### src/rtl/alu_arbiter_if.sv
// ============================================================================
// Module      : alu_arbiter_if
// Description : Request, ALU-drive and response bundle between two requesters,
//               the shared ALU and the alu_arbiter.
// Revision    : 1.0 - initial release
// ============================================================================
`default_nettype none

interface alu_arbiter_if #(
    parameter int WORDSIZE = 64
);
    logic [1:0]          req_valid;
    logic [1:0]          req_ready;
    logic [WORDSIZE-1:0] req_a0;
    logic [WORDSIZE-1:0] req_a1;
    logic [WORDSIZE-1:0] req_b0;
    logic [WORDSIZE-1:0] req_b1;
    logic [5:0]          req_funct3;   // {r1, r0}
    logic [1:0]          req_funct7;

    logic [WORDSIZE-1:0] alu_a;
    logic [WORDSIZE-1:0] alu_b;
    logic [2:0]          alu_funct3;
    logic                alu_funct7;
    logic [WORDSIZE-1:0] alu_result;
    logic [3:0]          alu_flags;    // {extra, overflow, msb, zero}

    logic [1:0]          rsp_valid;
    logic [1:0]          rsp_ready;
    logic [WORDSIZE-1:0] rsp_result;
    logic [3:0]          rsp_flags;
    logic                busy;

    modport master (
        output req_valid, req_a0, req_a1, req_b0, req_b1, req_funct3, req_funct7,
        output alu_result, alu_flags, rsp_ready,
        input  req_ready, alu_a, alu_b, alu_funct3, alu_funct7,
        input  rsp_valid, rsp_result, rsp_flags, busy
    );

    modport slave (
        input  req_valid, req_a0, req_a1, req_b0, req_b1, req_funct3, req_funct7,
        input  alu_result, alu_flags, rsp_ready,
        output req_ready, alu_a, alu_b, alu_funct3, alu_funct7,
        output rsp_valid, rsp_result, rsp_flags, busy
    );
endinterface

`default_nettype wire

### src/rtl/alu_arbiter.sv
// ============================================================================
// Module      : alu_arbiter
// Description : Round-robin sharing of one 64-bit ALU between two requesters,
//               with registered operands and a captured result/flag response.
// Revision    : 1.0 - initial release
// ============================================================================
`default_nettype none

module alu_arbiter #(
    parameter int WORDSIZE = 64
) (
    input  wire logic    clk,
    input  wire logic    rst_n,
    alu_arbiter_if.slave bus
);

    typedef enum logic [1:0] {
        IDLE = 2'd0,
        EXEC = 2'd1,
        RESP = 2'd2
    } state_t;

    state_t              state_q, state_d;
    logic                last_grant_q, last_grant_d;
    logic                grant_id_q, grant_id_d;
    logic [WORDSIZE-1:0] alu_a_q, alu_a_d;
    logic [WORDSIZE-1:0] alu_b_q, alu_b_d;
    logic [2:0]          alu_funct3_q, alu_funct3_d;
    logic                alu_funct7_q, alu_funct7_d;
    logic [WORDSIZE-1:0] rsp_result_q, rsp_result_d;
    logic [3:0]          rsp_flags_q, rsp_flags_d;

    logic [1:0]          req_ready_c;
    logic [1:0]          rsp_valid_c;
    logic                grant_sel;

    always_comb begin
        state_d      = state_q;
        last_grant_d = last_grant_q;
        grant_id_d   = grant_id_q;
        alu_a_d      = alu_a_q;
        alu_b_d      = alu_b_q;
        alu_funct3_d = alu_funct3_q;
        alu_funct7_d = alu_funct7_q;
        rsp_result_d = rsp_result_q;
        rsp_flags_d  = rsp_flags_q;
        req_ready_c  = 2'b00;
        rsp_valid_c  = 2'b00;
        grant_sel    = 1'b0;

        case (state_q)
            IDLE: begin
                if (|bus.req_valid) begin
                    // On a tie the requester that did not win last time goes first.
                    grant_sel              = (&bus.req_valid) ? ~last_grant_q : bus.req_valid[1];
                    req_ready_c[grant_sel] = 1'b1;
                    alu_a_d                = grant_sel ? bus.req_a1 : bus.req_a0;
                    alu_b_d                = grant_sel ? bus.req_b1 : bus.req_b0;
                    alu_funct3_d           = grant_sel ? bus.req_funct3[5:3] : bus.req_funct3[2:0];
                    alu_funct7_d           = bus.req_funct7[grant_sel];
                    grant_id_d             = grant_sel;
                    state_d                = EXEC;
                end
            end
            EXEC: begin
                rsp_result_d = bus.alu_result;
                rsp_flags_d  = bus.alu_flags;
                state_d      = RESP;
            end
            RESP: begin
                rsp_valid_c[grant_id_q] = 1'b1;
                if (bus.rsp_ready[grant_id_q]) begin
                    last_grant_d = grant_id_q;
                    state_d      = IDLE;
                end
            end
            default: begin
                state_d = IDLE;
            end
        endcase
    end

    always_ff @(posedge clk or negedge rst_n) begin
        if (!rst_n) begin
            state_q      <= IDLE;
            last_grant_q <= 1'b1;
            grant_id_q   <= 1'b0;
            alu_a_q      <= '0;
            alu_b_q      <= '0;
            alu_funct3_q <= 3'd0;
            alu_funct7_q <= 1'b0;
            rsp_result_q <= '0;
            rsp_flags_q  <= 4'd0;
        end else begin
            state_q      <= state_d;
            last_grant_q <= last_grant_d;
            grant_id_q   <= grant_id_d;
            alu_a_q      <= alu_a_d;
            alu_b_q      <= alu_b_d;
            alu_funct3_q <= alu_funct3_d;
            alu_funct7_q <= alu_funct7_d;
            rsp_result_q <= rsp_result_d;
            rsp_flags_q  <= rsp_flags_d;
        end
    end

    assign bus.req_ready  = req_ready_c;
    assign bus.rsp_valid  = rsp_valid_c;
    assign bus.alu_a      = alu_a_q;
    assign bus.alu_b      = alu_b_q;
    assign bus.alu_funct3 = alu_funct3_q;
    assign bus.alu_funct7 = alu_funct7_q;
    assign bus.rsp_result = rsp_result_q;
    assign bus.rsp_flags  = rsp_flags_q;
    assign bus.busy       = (state_q != IDLE);

endmodule

`default_nettype wire

### src/flat_wrapper.sv
// flat-port wrapper written by rule: the top's interface ports become plain ports
module alu_arbiter_flat 
#(
    parameter int WORDSIZE = 64
)
  (clk, rst_n, bus_req_valid, bus_req_a0, bus_req_a1, bus_req_b0, bus_req_b1, bus_req_funct3, bus_req_funct7, bus_alu_result, bus_alu_flags, bus_rsp_ready, bus_req_ready, bus_alu_a, bus_alu_b, bus_alu_funct3, bus_alu_funct7, bus_rsp_valid, bus_rsp_result, bus_rsp_flags, bus_busy);
  alu_arbiter_if #(.WORDSIZE(WORDSIZE)) bus_i ();
  input  wire logic clk;
  input  wire logic rst_n;
  input wire logic [$bits(bus_i.req_valid)-1:0] bus_req_valid;
  input wire logic [$bits(bus_i.req_a0)-1:0] bus_req_a0;
  input wire logic [$bits(bus_i.req_a1)-1:0] bus_req_a1;
  input wire logic [$bits(bus_i.req_b0)-1:0] bus_req_b0;
  input wire logic [$bits(bus_i.req_b1)-1:0] bus_req_b1;
  input wire logic [$bits(bus_i.req_funct3)-1:0] bus_req_funct3;
  input wire logic [$bits(bus_i.req_funct7)-1:0] bus_req_funct7;
  input wire logic [$bits(bus_i.alu_result)-1:0] bus_alu_result;
  input wire logic [$bits(bus_i.alu_flags)-1:0] bus_alu_flags;
  input wire logic [$bits(bus_i.rsp_ready)-1:0] bus_rsp_ready;
  output wire logic [$bits(bus_i.req_ready)-1:0] bus_req_ready;
  output wire logic [$bits(bus_i.alu_a)-1:0] bus_alu_a;
  output wire logic [$bits(bus_i.alu_b)-1:0] bus_alu_b;
  output wire logic [$bits(bus_i.alu_funct3)-1:0] bus_alu_funct3;
  output wire logic [$bits(bus_i.alu_funct7)-1:0] bus_alu_funct7;
  output wire logic [$bits(bus_i.rsp_valid)-1:0] bus_rsp_valid;
  output wire logic [$bits(bus_i.rsp_result)-1:0] bus_rsp_result;
  output wire logic [$bits(bus_i.rsp_flags)-1:0] bus_rsp_flags;
  output wire logic [$bits(bus_i.busy)-1:0] bus_busy;
  assign bus_i.req_valid = bus_req_valid;
  assign bus_i.req_a0 = bus_req_a0;
  assign bus_i.req_a1 = bus_req_a1;
  assign bus_i.req_b0 = bus_req_b0;
  assign bus_i.req_b1 = bus_req_b1;
  assign bus_i.req_funct3 = bus_req_funct3;
  assign bus_i.req_funct7 = bus_req_funct7;
  assign bus_i.alu_result = bus_alu_result;
  assign bus_i.alu_flags = bus_alu_flags;
  assign bus_i.rsp_ready = bus_rsp_ready;
  assign bus_req_ready = bus_i.req_ready;
  assign bus_alu_a = bus_i.alu_a;
  assign bus_alu_b = bus_i.alu_b;
  assign bus_alu_funct3 = bus_i.alu_funct3;
  assign bus_alu_funct7 = bus_i.alu_funct7;
  assign bus_rsp_valid = bus_i.rsp_valid;
  assign bus_rsp_result = bus_i.rsp_result;
  assign bus_rsp_flags = bus_i.rsp_flags;
  assign bus_busy = bus_i.busy;
  alu_arbiter #(.WORDSIZE(WORDSIZE)) u_core (.clk(clk), .rst_n(rst_n), .bus(bus_i));
endmodule
### config.mk
export PLATFORM = sky130hd
export DESIGN_NAME = alu_arbiter_flat
export DESIGN_NICKNAME = d
export VERILOG_FILES = /design/src/rtl/alu_arbiter_if.sv /design/src/rtl/alu_arbiter.sv /design/src/flat_wrapper.sv
export SDC_FILE = /design/constraint.sdc
export NUM_CORES = 1
export LEC_CHECK = 0
export ABC_CLOCK_PERIOD_IN_PS = 2000
export CAP_MARGIN = 20
export CORE_AREA = 2 2 213 215
export DETAILED_ROUTE_END_ITERATION = 10
export DIE_AREA = 0 0 215 217
export GPL_TIMING_DRIVEN = 0
export PLACE_DENSITY = 0.52
export SLEW_MARGIN = 40
export SYNTH_ARGS = -nofsm -noshare
export SYNTH_HDL_FRONTEND = slang
export SYNTH_SLANG_ARGS = --single-unit
### constraint.sdc
create_clock -name clk -period 2 [get_ports clk]
set_clock_uncertainty 0.2 [all_clocks]
set_input_delay 0.6 -clock clk [delete_from_list [all_inputs] [get_ports clk]]
set_output_delay 0.6 -clock clk [all_outputs]
set_load 0.02 [all_outputs]
=== After elaboration in Yosys (flattened, before gate mapping) ===
Index checks and enable logic that the tools add are counted.

* Logic and storage cells: 45
* Memory bits (read-only): 0
* Bits in latches: 0
* Memories kept: 0
* Output and inout bits: 205
* Register bits after elaboration: 204
* Input port bits: 338
* Bits in writable memories: 0

* Mux-type cells: 18
* Order comparisons: 4
* Reduce and logical (&&, ||, !) cells: 9
* Bitwise gates (word level): 1
* Eq/ne operators: 4
* $mul: 0
* Shifts and indexed selects: 0
* Div/mod/pow operators: 0
* Add/sub/neg operators: 0

{| class="wikitable"
|+ Operators with widths
! kind !! count
|-
| $mux W64 || 2
|-
| $mux W2 || 5
|-
| $reduce_and A2 Y1 || 4
|-
| $mux W1 || 7
|-
| $pmux W2 S3 || 1
|-
| $lt A1 B2 Y1 const B || 2
|-
| $ne A2 B1 Y1 const B || 2
|-
| $mux W3 || 1
|-
| $demux W1 S1 || 2
|-
| $eq A2 B1 Y1 const B || 1
|-
| $eq A2 B2 Y1 const B || 1
|-
| $ge A1 B1 Y1 const B || 2
|-
| $logic_and A1 B1 Y1 || 2
|-
| $logic_not A2 Y1 || 1
|-
| $reduce_bool A2 Y1 || 1
|-
| $reduce_or A2 Y1 || 1
|-
| $not A1 Y1 || 1
|}

=== Depth between registers and ports, before layout ===
* Depth after elaboration: 8
* Mapped depth: 6
* Gate-level depth less buffers: 3

=== Least setup slack after synthesis ===
OpenSTA, ideal clock, no wires.

* Kind: input-to-output
* Start: input bus_req_valid[1]
* End: output bus_req_ready[0]
* Stages: 4
* Path buffers: 2
* Data required time: 1200 ps
* Path slack: -118 ps
* Arrival: 1318 ps
* Path through: nand2b_1 > and3_1 > buf_2 > clkbuf_1

* Word-level cells in the longest chain between the ends: 8

{| class="wikitable"
|+ RTL lines
! element !! line !! source
|-
| start, declared || flat_wrapper.sv:10 || <nowiki>input wire logic [$bits(bus_i.req_valid)-1:0] bus_req_valid;</nowiki>
|-
| $reduce_and A2 Y1 || alu_arbiter.sv:55 || <nowiki>grant_sel = (&bus.req_valid) ? ~last_grant_q : bus.req_valid[1];</nowiki>
|-
| $mux W1 || alu_arbiter.sv:55 ||
|-
| $lt A1 B2 Y1 (not written as such) / $ge A1 B1 Y1 (equally long branches) || alu_arbiter.sv:56 || <nowiki>req_ready_c[grant_sel] = 1'b1;</nowiki>
|-
| $logic_and A1 B1 Y1 (not written as such) || alu_arbiter.sv:56 ||
|-
| $mux W1 (not written as such) || alu_arbiter.sv:56 ||
|-
| $demux W1 S1 || - ||
|-
| $mux W2 * || alu_arbiter.sv:53 || <nowiki>if (|bus.req_valid) begin</nowiki>
|-
| $mux W2 * || alu_arbiter.sv:51 || <nowiki>case (state_q)</nowiki>
|-
| end, declared || flat_wrapper.sv:20 || <nowiki>output wire logic [$bits(bus_i.req_ready)-1:0] bus_req_ready;</nowiki>
|}

Mark *: on every way between the ends. The rest lies on a longest branch, timed or not.

=== Worst setup path in the final report ===
* Start: register u_core.last_grant_q
* End: output bus_req_ready[0]

* Word-level cells in the longest chain between the ends: 8

{| class="wikitable"
|+ RTL lines
! element !! line !! source
|-
| start, declared || alu_arbiter.sv:24 || <nowiki>logic last_grant_q, last_grant_d;</nowiki>
|-
| start signal, assigned || alu_arbiter.sv:96 || <nowiki>last_grant_q <= last_grant_d;</nowiki>
|-
| $not A1 Y1 * || alu_arbiter.sv:55 ||
|-
| $mux W1 * || alu_arbiter.sv:55 ||
|-
| $lt A1 B2 Y1 (not written as such) / $ge A1 B1 Y1 (equally long branches) || alu_arbiter.sv:56 ||
|-
| $logic_and A1 B1 Y1 (not written as such) || alu_arbiter.sv:56 ||
|-
| $mux W1 (not written as such) || alu_arbiter.sv:56 ||
|-
| $demux W1 S1 * || - ||
|-
| $mux W2 * || alu_arbiter.sv:53 ||
|-
| $mux W2 * || alu_arbiter.sv:51 ||
|}

Marked as above.

==> flow_metrics.py <==
metrics = {
    "sta": {
        "fmax_ghz": 0.400,
        "finalHoldViolations": 0,
        "worstMarginPinSlew_ns": 0.595,
        "slew_headroom_pct": 60.3,
        "period_share_pct": 125,
        "grt_setup_unrepaired": "yes",
        "setup_violations": 5,
        "whs_ns": 0.298,
        "slew_violations": 0,
        "period_minus_slack_ns": 2.50,
        "setup_slack_ns": -0.500,
    },
    "clocking": {
        "cts_buffer_depth": 3,
        "cts_root_buffer": "clkbuf_16",
        "cts_buffers": 25,
        "cts-htree-levels": 1,
        "clock_latency_ns": 0.53,
        "clock_sink_count": 204,
        "clk_pin_slew_ns": 0.06,
        "cts_tree": "done",
    },
    "floorplanning": {
        "dieArea_um2": 46700,
        "row_count": 78,
        "die_h_um": 217,
        "core_um2": 44700,
        "die_w_um": 215,
        "start_util_pct": 19.0,
        "ioPinCount": 543,
    },
    "cells_and_area": {
        "final_util_pct": 33.6,
        "layout-drive-gt1-share_pct": 32.1,
        "syn_to_final_growth_pct": 77.0,
        "layoutNonFillerInstCount": 1821,
        "layout.nets": 1541,
        "stdcell_area_um2": 15000,
    },
    "critical_path": {
        "r2r_cells": 5,
        "cp.arrival_ns": 1.70,
        "r2r_start": "u_core.last_grant_q",
        "cp_slowest_cell": "dfstp_2",
        "path_cells": "nand2b_4 -> and3_4 -> clkbuf_16 -> buf_8",
        "path_max_fanout": 3,
        "critPathLaunchType": "flip-flop",
        "crit_start": "u_core.last_grant_q",
        "timing.rr.end": "u_core.bus.alu_a[56]",
        "slowest_delay_ns": 0.57,
        "cp-end-kind": "output port",
        "reg2reg_slack_ns": 0.06,
        "path_class": "reg2out",
        "required_ns": 1.20,
        "cp_top_family": "flip-flops",
        "crit_buf_inv": 2,
    },
    "route": {
        "drtIter0Drc": 384,
        "drc": 0,
        "viasPerCell": 4.35,
        "drt-total-wl_um": 37400,
        "route.antenna.remaining_nets": 0,
        "wl_per_cell_um": 20.5,
        "num_vias": 7927,
        "firstDrtPassIters": 6,
    },
    "global_routing": {
        "grt_overflow": 0,
        "grt_usage_pct": 15.4,
        "grt_pass1_wl_um": 55400,
        "antenna_found_initial": 0,
        "grt_pass1_vias": 8596,
        "grt_max_degree": 69,
    },
    "status": {
        "outcome": "complete, but fails checks",
        "violations": "negative setup slack",
    },
    "min_path": {
        "hp-class": "reg2reg",
        "hp-start": "u_core.bus.rsp_result[48]",
        "worstHoldEndpoint": "u_core.bus.rsp_result[48]",
        "hold_depth": 1,
    },
    "placed_design": {
        "routabilityCongestion": 0.850,
        "placed_cell_area_um2": 14700,
        "place_inst": 1766,
        "hpwl_um": 28500,
        "place_ws_ns": -1.45,
        "port_buffers": 542,
    },
    "flow_run": {
        "cap_violations": 0,
    },
    "synthesis": {
        "avgSynthCellArea_um2": 13.6,
        "netlist_area_um2": 8480,
        "syn_nets": 959,
        "synth_cells": 621,
        "ys_types": 20,
        "ys_seq_elements": 204,
        "seq_area_frac_synth_pct": 60.2,
        "yosys_warnings": 0,
    },
    "power_and_ir_drop": {
        "p_clk_share_pct": 19.5,
        "power.leakage_nw": 7.02,
        "comb_power_share_pct": 49.2,
        "irDropWorstVdd_v": 0.000584,
        "pwr-share-seq_pct": 31.3,
        "intPower_w": 0.0141,
        "p_sw_w": 0.00947,
        "p_sw_share_pct": 40.1,
        "pwr_density_cell_nw_per_um2": 1570,
    },
}
[power groups by stage]
stage,Clock (W),Sequential [W],Combinational (W)
2_1_floorplan,0,0.00975,0.00411
3_3_place_gp,0,0.00746,0.0131
3_5_place_dp,0,0.00746,0.0132
4_1_cts,0.00474,0.00742,0.0121
5_1_grt,0.00489,0.00764,0.0124
6_report,0.00459,0.00739,0.0116
[cells in the final DEF (no fill, tap or decap), drive strengths merged]
cell type and n:
clkdlybuf4s50 334, buf 222, dfrtp 203, and3 134, a221o 132, clkbuf 71
mux2 69, clkdlybuf4s15 28, nand2b 3, inv 3, nor2 2, a21o 2
bufinv 2, clkinv 2, dlygate4sd2 2, nand2 2, o21ai 2, diode 1
nor2b 1, and2 1, nor3b 1, a22o 1, clkinvlp 1, dlygate4sd3 1
dfstp 1
[sequential cells by signal (all words and copies together), names as in the netlist]
name                   flops
u_core.bus.alu_a          64
u_core.grant_id_q          1
u_core.bus.rsp_flags       4
u_core.bus.alu_funct7      1
u_core.bus.alu_b          64
u_core.bus.alu_funct3      3
u_core.state_q             2
u_core.bus.rsp_result     64
u_core.last_grant_q        1
[how the worst max path moves through the flow]
stage | endpoint | slack [ns] | cells past startpoint
after floorplan | bus_req_ready[0] | 0.04 | 4
after global placement | u_core.bus.alu_b[33] | -9.30 | 1
after detailed placement | bus_req_ready[0] | -1.45 | 6
after CTS | bus_req_ready[0] | -0.55 | 5
after global routing | bus_req_ready[0] | -0.56 | 4
final | bus_req_ready[0] | -0.50 | 4
[cell usage after synthesis]
cell type | instances | area, µm²
a22o_1 | 1 | 8.76
inv_1 | 2 | 7.51
buf_1 | 3 | 11.3
buf_2 | 20 | 100
nand2_1 | 2 | 7.51
clkbuf_1 | 34 | 128
nor2b_1 | 1 | 6.26
a21o_1 | 2 | 15.0
a221o_1 | 132 | 1320
mux2_2 | 69 | 777
nand2b_1 | 3 | 18.8
o21ai_2 | 1 | 8.76
dfrtp_1 | 203 | 5080
and3_1 | 134 | 838
nor3b_2 | 1 | 12.5
nor2_1 | 2 | 7.51
and2_1 | 1 | 6.26
dfstp_2 | 1 | 26.3
o21ai_0 | 1 | 5.00
buf_6 | 8 | 90.1
[worst register-to-register path: cells and delay by family, from the launching register on]
family	cells	cell delay, ns
compound gates	1	0.27
buf+inv	2	0.50
flops	1	0.57
simple gates	2	0.28
[per-stage QoR]
step	power, W	setup TNS, ns
after CTS	0.0243	-20.79
final	0.0236	-1.58
after global placement	0.0205	-2032.33
after floorplan	0.0139	0
after global routing	0.0250	-1.85
after detailed placement	0.0206	-137.52
[routing by layer]
metal / up-vias / GRT usage (%) / part of all wire, % / wire length, µm
li1: 3625 / - / - / -
met1: 3917 / 18.9 / 41 / 15500
met2: 346 / 27.0 / 50 / 18600
met3: 39 / 3.62 / 6.8 / 2540
met4: 0 / 4.05 / 2.1 / 774
met5: - / 0 / 0 / 0
[cells by family (layout without fill, tap and decap cells)]
group / after synthesis / count (layout) / synth area share [%]
flops: 204 / 204 / 60.2
mux: 69 / 69 / 9.17
compound gates: 137 / 137 / 16.0
other cells: 0 / 1 / 0
simple gates: 144 / 144 / 10.6
buf+inv: 67 / 666 / 3.97
[layout make-up]
type / instances / area (µm²)
clock inverters: 6 / 86.3
inverters: 2 / 7.51
plain buffers: 62 / 410
diodes: 1 / 2.50
clock buffers: 38 / 734
multi-input cells: 350 / 3100
fillers: 4665 / 29700
flip-flops and latches: 204 / 5110
repair buffers: 558 / 4800
well taps: 600 / 751
[repair_timing]
action | CTS | global route
gates resized for setup | 794 | 94
hold buffers | 1 | 0
endpoints found under the setup margin | 348 | 188
setup buffers | 11 | 1
endpoints found under the hold margin | 56 | 0
pin swaps | 1 | 2
gates cloned | 0 | 0
(Power assumes the default switching activity.)
